<file path="src/rtl/hazard_pkg.sv">
// Shared types for the ID/EX hazard controller: FSM states, scoreboard entry
// layout and the per-source hazard classification rule.
package hazard_pkg;

  localparam int unsigned REG_W_DEF = 3;
  // Scoreboard stores destination specifiers at a fixed width; REG_W <= SB_RD_W.
  localparam int unsigned SB_RD_W   = 8;

  typedef enum logic [2:0] {
    RUN,
    DEP_STALL,
    MEM_WAIT,
    DRAIN,
    HALTED
  } hz_state_t;

  typedef struct packed {
    logic               valid;
    logic [SB_RD_W-1:0] rd;
    logic               is_load;
    logic               is_halt;
  } sb_entry_t;

  // Returns {stall, forward}; the EX entry is the newer producer and wins.
  function automatic logic [1:0] classify_src(
    input logic               used,
    input logic [SB_RD_W-1:0] src,
    input sb_entry_t          ex_e,
    input sb_entry_t          mem_e
  );
    logic ex_hit;
    logic mem_hit;
    ex_hit  = used && ex_e.valid && (ex_e.rd == src);
    mem_hit = used && mem_e.valid && (mem_e.rd == src);
    if (ex_hit)  return ex_e.is_load ? 2'b01 : 2'b10;
    if (mem_hit) return 2'b10;
    return 2'b00;
  endfunction

endpackage

</file>
<file path="src/rtl/hazard_scoreboard.sv">
// Two-entry destination scoreboard (EX, MEM) plus RAW match/classify logic
// for the instruction currently in ID.
module hazard_scoreboard
  import hazard_pkg::*;
#(
  parameter int unsigned REG_W = REG_W_DEF
) (
  input  logic             clk,
  input  logic             rst_n,
  input  logic             advance,
  input  logic             bubble,
  input  logic             id_valid,
  input  logic [REG_W-1:0] id_rs,
  input  logic [REG_W-1:0] id_rt,
  input  logic             id_uses_rs,
  input  logic             id_uses_rt,
  input  logic             id_writes,
  input  logic [REG_W-1:0] id_rd,
  input  logic             id_is_load,
  input  logic             id_halt,
  output logic             stall_req,
  output logic             warn_a_nxt,
  output logic             warn_b_nxt,
  output logic             pipe_empty
);

  sb_entry_t  ex_q;
  sb_entry_t  mem_q;
  sb_entry_t  ex_nxt;
  logic [1:0] cls_a;
  logic [1:0] cls_b;

  always_comb begin
    ex_nxt         = '0;
    ex_nxt.valid   = id_valid & id_writes & ~bubble;
    ex_nxt.rd      = SB_RD_W'(id_rd);
    ex_nxt.is_load = id_is_load;
    ex_nxt.is_halt = id_valid & id_halt & ~bubble;

    cls_a = classify_src(id_uses_rs, SB_RD_W'(id_rs), ex_q, mem_q);
    cls_b = classify_src(id_uses_rt, SB_RD_W'(id_rt), ex_q, mem_q);

    stall_req  = id_valid & (cls_a[1] | cls_b[1]);
    warn_a_nxt = id_valid & cls_a[0];
    warn_b_nxt = id_valid & cls_b[0];
    pipe_empty = ~(ex_q.valid | ex_q.is_halt | mem_q.valid | mem_q.is_halt);
  end

  always_ff @(posedge clk or negedge rst_n) begin
    if (!rst_n) begin
      ex_q  <= '0;
      mem_q <= '0;
    end else if (advance) begin
      mem_q <= ex_q;
      ex_q  <= ex_nxt;
    end
  end

endmodule

</file>
<file path="src/rtl/hazard_ctrl.sv">
// Pipeline hazard/sequencing controller at the ID/EX boundary: RAW stalls,
// branch flush, data-memory freeze, halt drain and load-forward selects.
module hazard_ctrl
  import hazard_pkg::*;
#(
  parameter int unsigned REG_W = REG_W_DEF
) (
  input  logic             clk,
  input  logic             rst_n,
  input  logic             id_valid,
  input  logic [REG_W-1:0] id_rs,
  input  logic [REG_W-1:0] id_rt,
  input  logic             id_uses_rs,
  input  logic             id_uses_rt,
  input  logic             id_writes,
  input  logic [REG_W-1:0] id_rd,
  input  logic             id_is_load,
  input  logic             id_halt,
  input  logic             ex_pcsrc,
  input  logic             mem_stall,
  output logic             pc_hold,
  output logic             ifid_flush,
  output logic             idex_bubble,
  output logic             pipe_freeze,
  output logic             load_warning_a,
  output logic             load_warning_b,
  output logic             halted
);

  hz_state_t state_q;
  hz_state_t ret_q;
  hz_state_t eff_state;
  logic      stall_req;
  logic      warn_a_nxt;
  logic      warn_b_nxt;
  logic      pipe_empty;
  logic      advance;
  logic      go;
  logic      is_halted;
  logic      dep_stall;
  logic      drain_hold;
  logic      halt_enter;

  hazard_scoreboard #(.REG_W(REG_W)) u_sb (
    .clk        (clk),
    .rst_n      (rst_n),
    .advance    (advance),
    .bubble     (idex_bubble),
    .id_valid   (id_valid),
    .id_rs      (id_rs),
    .id_rt      (id_rt),
    .id_uses_rs (id_uses_rs),
    .id_uses_rt (id_uses_rt),
    .id_writes  (id_writes),
    .id_rd      (id_rd),
    .id_is_load (id_is_load),
    .id_halt    (id_halt),
    .stall_req  (stall_req),
    .warn_a_nxt (warn_a_nxt),
    .warn_b_nxt (warn_b_nxt),
    .pipe_empty (pipe_empty)
  );

  // While frozen the FSM parks in MEM_WAIT; the remembered state drives
  // decisions on the first cycle after the freeze lifts.
  always_comb begin
    eff_state   = (state_q == MEM_WAIT) ? ret_q : state_q;
    is_halted   = (state_q == HALTED);
    go          = ~mem_stall & ~ex_pcsrc;
    pipe_freeze = mem_stall;
    ifid_flush  = ~mem_stall & ex_pcsrc & ~is_halted;
    dep_stall   = go & stall_req & ((eff_state == RUN) || (eff_state == DEP_STALL));
    drain_hold  = go & (eff_state == DRAIN);
    pc_hold     = dep_stall | drain_hold | is_halted;
    idex_bubble = ifid_flush | dep_stall | drain_hold;
    advance     = ~mem_stall & ~is_halted;
    halt_enter  = advance & ~idex_bubble & id_valid & id_halt;
  end

  always_ff @(posedge clk or negedge rst_n) begin
    if (!rst_n) begin
      state_q        <= RUN;
      ret_q          <= RUN;
      load_warning_a <= 1'b0;
      load_warning_b <= 1'b0;
      halted         <= 1'b0;
    end else begin
      if (advance) begin
        load_warning_a <= warn_a_nxt & ~idex_bubble;
        load_warning_b <= warn_b_nxt & ~idex_bubble;
      end
      if (!is_halted) begin
        if (mem_stall) begin
          if (state_q != MEM_WAIT) ret_q <= state_q;
          state_q <= MEM_WAIT;
        end else if (eff_state == DRAIN) begin
          if (ex_pcsrc) begin
            state_q <= RUN;
          end else if (pipe_empty) begin
            state_q <= HALTED;
            halted  <= 1'b1;
          end else begin
            state_q <= DRAIN;
          end
        end else if (ex_pcsrc) begin
          state_q <= RUN;
        end else if (stall_req) begin
          state_q <= DEP_STALL;
        end else if (halt_enter) begin
          state_q <= DRAIN;
        end else begin
          state_q <= RUN;
        end
      end
    end
  end

endmodule
</file>
<file path="config.mk">
export PLATFORM = sky130hd
export DESIGN_NAME = hazard_ctrl
export DESIGN_NICKNAME = d
export VERILOG_FILES = /design/src/rtl/hazard_pkg.sv /design/src/rtl/hazard_scoreboard.sv /design/src/rtl/hazard_ctrl.sv
export SDC_FILE = /design/constraint.sdc
export NUM_CORES = 1
export LEC_CHECK = 0
export ABC_AREA = 1
export CORE_MARGIN = 3
export CORE_UTILIZATION = 50
export CTS_BUF_LIST = sky130_fd_sc_hd__clkbuf_4 sky130_fd_sc_hd__clkbuf_8 sky130_fd_sc_hd__clkbuf_16
export DETAILED_ROUTE_END_ITERATION = 10
export PLACE_DENSITY = 0.86
export RECOVER_POWER = 50
export REMOVE_ABC_BUFFERS = 1
export SLEW_MARGIN = 0
export SYNTH_ARGS = -nofsm -noshare
export SYNTH_HDL_FRONTEND = slang
export SYNTH_SLANG_ARGS = --single-unit
</file>
<file path="constraint.sdc">
create_clock -name clk -period 2 [get_ports clk]
set_input_delay 0.4 -clock clk [delete_from_list [all_inputs] [get_ports clk]]
set_output_delay 0.4 -clock clk [all_outputs]
set_load 0.02 [all_outputs]
</file>
==> results.md <==
- First-pass GRT wire length: approximately 5.8 mm
- CTS buffer count: 3
- Switch Pwr: approximately 0.31 mW
- Area growth syn-to-layout: 46.8%
- Mapped Cells: approximately 180
- Hold Path Depth: 2
- Cell Area, Synth: around 1200 um2
- Critical Path RT: ~1.6 ns
- Clock-pin slew on the worst setup and hold paths: 0.13 ns
- Cts hold-fix bufs: 0
- Crit-path slowest cell: dfrtp_1
- Antenna cells: 0
- Crit. End Element: primary output
- Initial antenna violation count: 0
- Syn Area/Cell: around 6.9 um2
- IR drop worst, VDD: 0.000483 V
- Power share of the clock group: roughly a quarter
- Routability cong.: 0.806
- Top achievable clock speed: approximately 480 MHz
- GR Overflow Total: 0
- Drt wl/cell: 13.6 um
- Min Tclk post-route: 2.09 ns
- Failing checks: negative setup slack
- Initial Util: a little over half
- Final Non-Filler Cells: 263
- Vias per cell: 5.31
- Fin Clk Skew: about 0.012 ns
- Combinational group share of total power: 26.7%
- Max Slew Vio Count: 0
- H-tree Lvls: 1
- Fillers: around 140
- Clock Path Buffers: 2
- Largest net degree at the start of global routing: 21
- Synth top area share: 40.5%
- Top cell by count, worst path: nand2_1
- Crit-path cells: inv_2 > nand2_1 > nand2_1 > nor2_2 > nand2_1 > nand2_1 > nand2_1 > nand2_2 > nand3_4 > nand3_2 > buf_6
- TritonCTS clock tree: yes
- # DRC: 0
- Final Hold Fails: 0
- Vias in the first global route: approximately 1300
- Hold Crit Start: halted
- Total Wirelength: approximately 3.6 mm
- First-pass DRT Iterations: 5
- Synth cell count leaders: nand2_1 (69), inv_1 (24), dfrtp_1 (20)
- Flip-flop and latch count after synthesis: 20
- R2R setup slack: roughly 0.11 ns
- Number of routed nets with antenna violations: 0
- RSZ-0062 raised after global routing: yes
- Outcome: complete, but fails checks
- Number of synthesis warnings: 0
- Rows: 17
- PD cells: between 500 and 600 nW/um2
- Seq pwr share: ~48%
- Ranking of synthesized cells by area: dfrtp_1 (41%), nand2_1 (21%), inv_1 (7.3%)
- Worst-Skew Late Latency: around 0.32 ns
- Most frequent cell after synthesis: nand2_1
- Nets: around 260
- Post-synth cell types: 25
- Critical path class: register to primary output
- Worst EP arrival: around 1.7 ns
- Top FF cell, synth: dfrtp_1
- Part of the cycle the worst path needs: 104%
- Pwr Total: between 0.9 and 1 mW
- WHS Endpoint: halted
- Sw Share: 31.9%
- Sequential fraction of the synthesis area: between 40% and 50%
- Placed Cells: roughly 250
- Core Area: between 2000 and 2500 um2
- Setup ws final: -0.0882 ns
- Slew headroom: ~28%
- Clk root buf: clkbuf_4
- Hpwl dp: ~2.5 mm
- Worst Tran Pin Value: 1.09 ns
- Die ar.: just over 3000 um2
- Number of max-cap violations: 0
- Post-synth top area cell: dfrtp_1
- Critical Path Source Type: register
- Hold/Removal Path Class: register to register
- Area of the multi-input gates: roughly 660 um2
- CTS sink cnt: 20
- Storage element area: 500 um2
- Iteration-0 DRC Markers: roughly 110
- Worst Reg-to-Reg Cells: 14
- Lkg Pwr: between 0.9 and 1 nW
- Synth async-reset ratio: 100%
- Vias: between 1000 and 1500
- Number of synthesized flops with an enable pin: 0
- Worst-path maximum fanout: 4
- Internal Power: roughly 0.66 mW
- Die height: between 50 and 60 um
- Critical R2R Launch: u_sb.ex_q[3]
- Share of post-route cells with drive strength above 1: between 20% and 30%
- Worst R2R End: state_q[1]
- GRT Util Overall: roughly a quarter
- Endpoints failing setup: 2
- Port Buffer Count: 25
- Ports: 26
- Crit path largest cell delay: between 0.4 and 0.5 ns
- Die W: about 56 um
-- layout make-up --
cell class                      count  area share, %
Inverter                           30           6.21
Tap cell                           28           1.93
Timing Repair Buffer               55           26.0
Sequential cell                    20           27.6
Clock buffer                        4           2.00
Multi-Input combinational cell    126           36.2
-- routing by layer --
metal / vias to the layer above / part of all wire [%] / global-route usage, %
met4: 0 / 2.9 / 9.72
met3: 14 / 8.4 / 4.41
met2: 78 / 49 / 40.2
li1: 656 / - / -
met1: 649 / 40 / 28.9
met5: - / 0 / 0
-- layout by cell type, fill, tap and decap left out --
master	Yosys	routed
clkbuf_8	0	1
inv_2	5	7
clkdlybuf4s50_1	0	12
dfrtp_1	20	20
nor4_1	1	1
inv_1	24	23
nand2_1	69	67
o21bai_2	1	1
nand4_4	1	1
nor3_1	1	1
buf_6	0	6
a21oi_1	2	2
clkbuf_1	1	2
o22ai_1	1	1
nor2_1	17	14
nor3b_2	1	2
clkbuf_4	0	3
nand3_1	5	1
nand3_4	1	1
nand3_2	0	4
dlygate4sd2_1	0	9
o21ai_0	14	14
nor2_2	3	4
nand2_2	2	4
nand4_1	1	1
dlygate4sd3_1	0	1
nor3_4	0	1
nor2_4	2	4
buf_4	2	25
a21oi_2	2	2
-- cell families (layout without fill, tap and decap cells) --
group | Yosys count | in the layout | share of synthesized area, %
compound gates | 20 | 20 | 9.32
buf+inv | 33 | 89 | 10.6
flops | 20 | 20 | 40.5
simple gates | 106 | 106 | 39.5
-- stage by stage --
| step | setup TNS (ns) | util [%] | hold WS, ns | area [um2] | setup WS [ns] |
|---|---|---|---|---|---|
| floorplan | -0.0510 | - | 0.104 | 1220 | -0.0510 |
| global placement | -1.94 | 73.9 | 0.448 | 1680 | -0.584 |
| detailed placement | -2.73 | 73.9 | 0.452 | 1680 | -0.675 |
| CTS | -0.121 | 78.0 | 0.405 | 1780 | -0.0612 |
| global route | -0.462 | 79.7 | 0.522 | 1810 | -0.215 |
| finish | -0.172 | 79.7 | 0.483 | 1810 | -0.0882 |
-- state kept, by name, summed over array words and instances (netlist names) --
| signal | cells |
|---|---|
| load_warning_a | 1 |
| halted | 1 |
| state_q | 3 |
| u_sb.mem_q | 5 |
| ret_q | 3 |
| load_warning_b | 1 |
| u_sb.ex_q | 6 |
-- worst max path at each step --
stage	endpoint	from
floorplan	idex_bubble	state_q[2]
global placement	idex_bubble	id_rs[0]
detailed placement	pc_hold	id_rs[0]
CTS	pc_hold	u_sb.ex_q[3]
global route	idex_bubble	u_sb.ex_q[3]
finish	idex_bubble	u_sb.ex_q[3]
-- timing repair --
action	4_1_cts	5_1_grt
gates cloned	0	0
buffers inserted	6	0
resized for setup	31	14
pin swaps	11	10
setup endpoints to repair	4	5
-- worst max-delay path, delay by kind of cell (launching register included) --
| family | cells | cell delay [ns] |
|---|---|---|
| AND/OR/NAND/NOR | 9 | 0.73 |
| flip-flops | 1 | 0.44 |
| buffers and inverters | 2 | 0.19 |
-- power by group through the flow --
stage | registers (mW) | clock network (mW) | logic [mW]
finish | 0.462 | 0.249 | 0.259
global route | 0.465 | 0.257 | 0.284
CTS | 0.459 | 0.248 | 0.242
detailed placement | 0.466 | 0 | 0.240
global placement | 0.463 | 0 | 0.230
floorplan | 0.461 | 0 | 0.118
(Power assumes the default switching activity.)
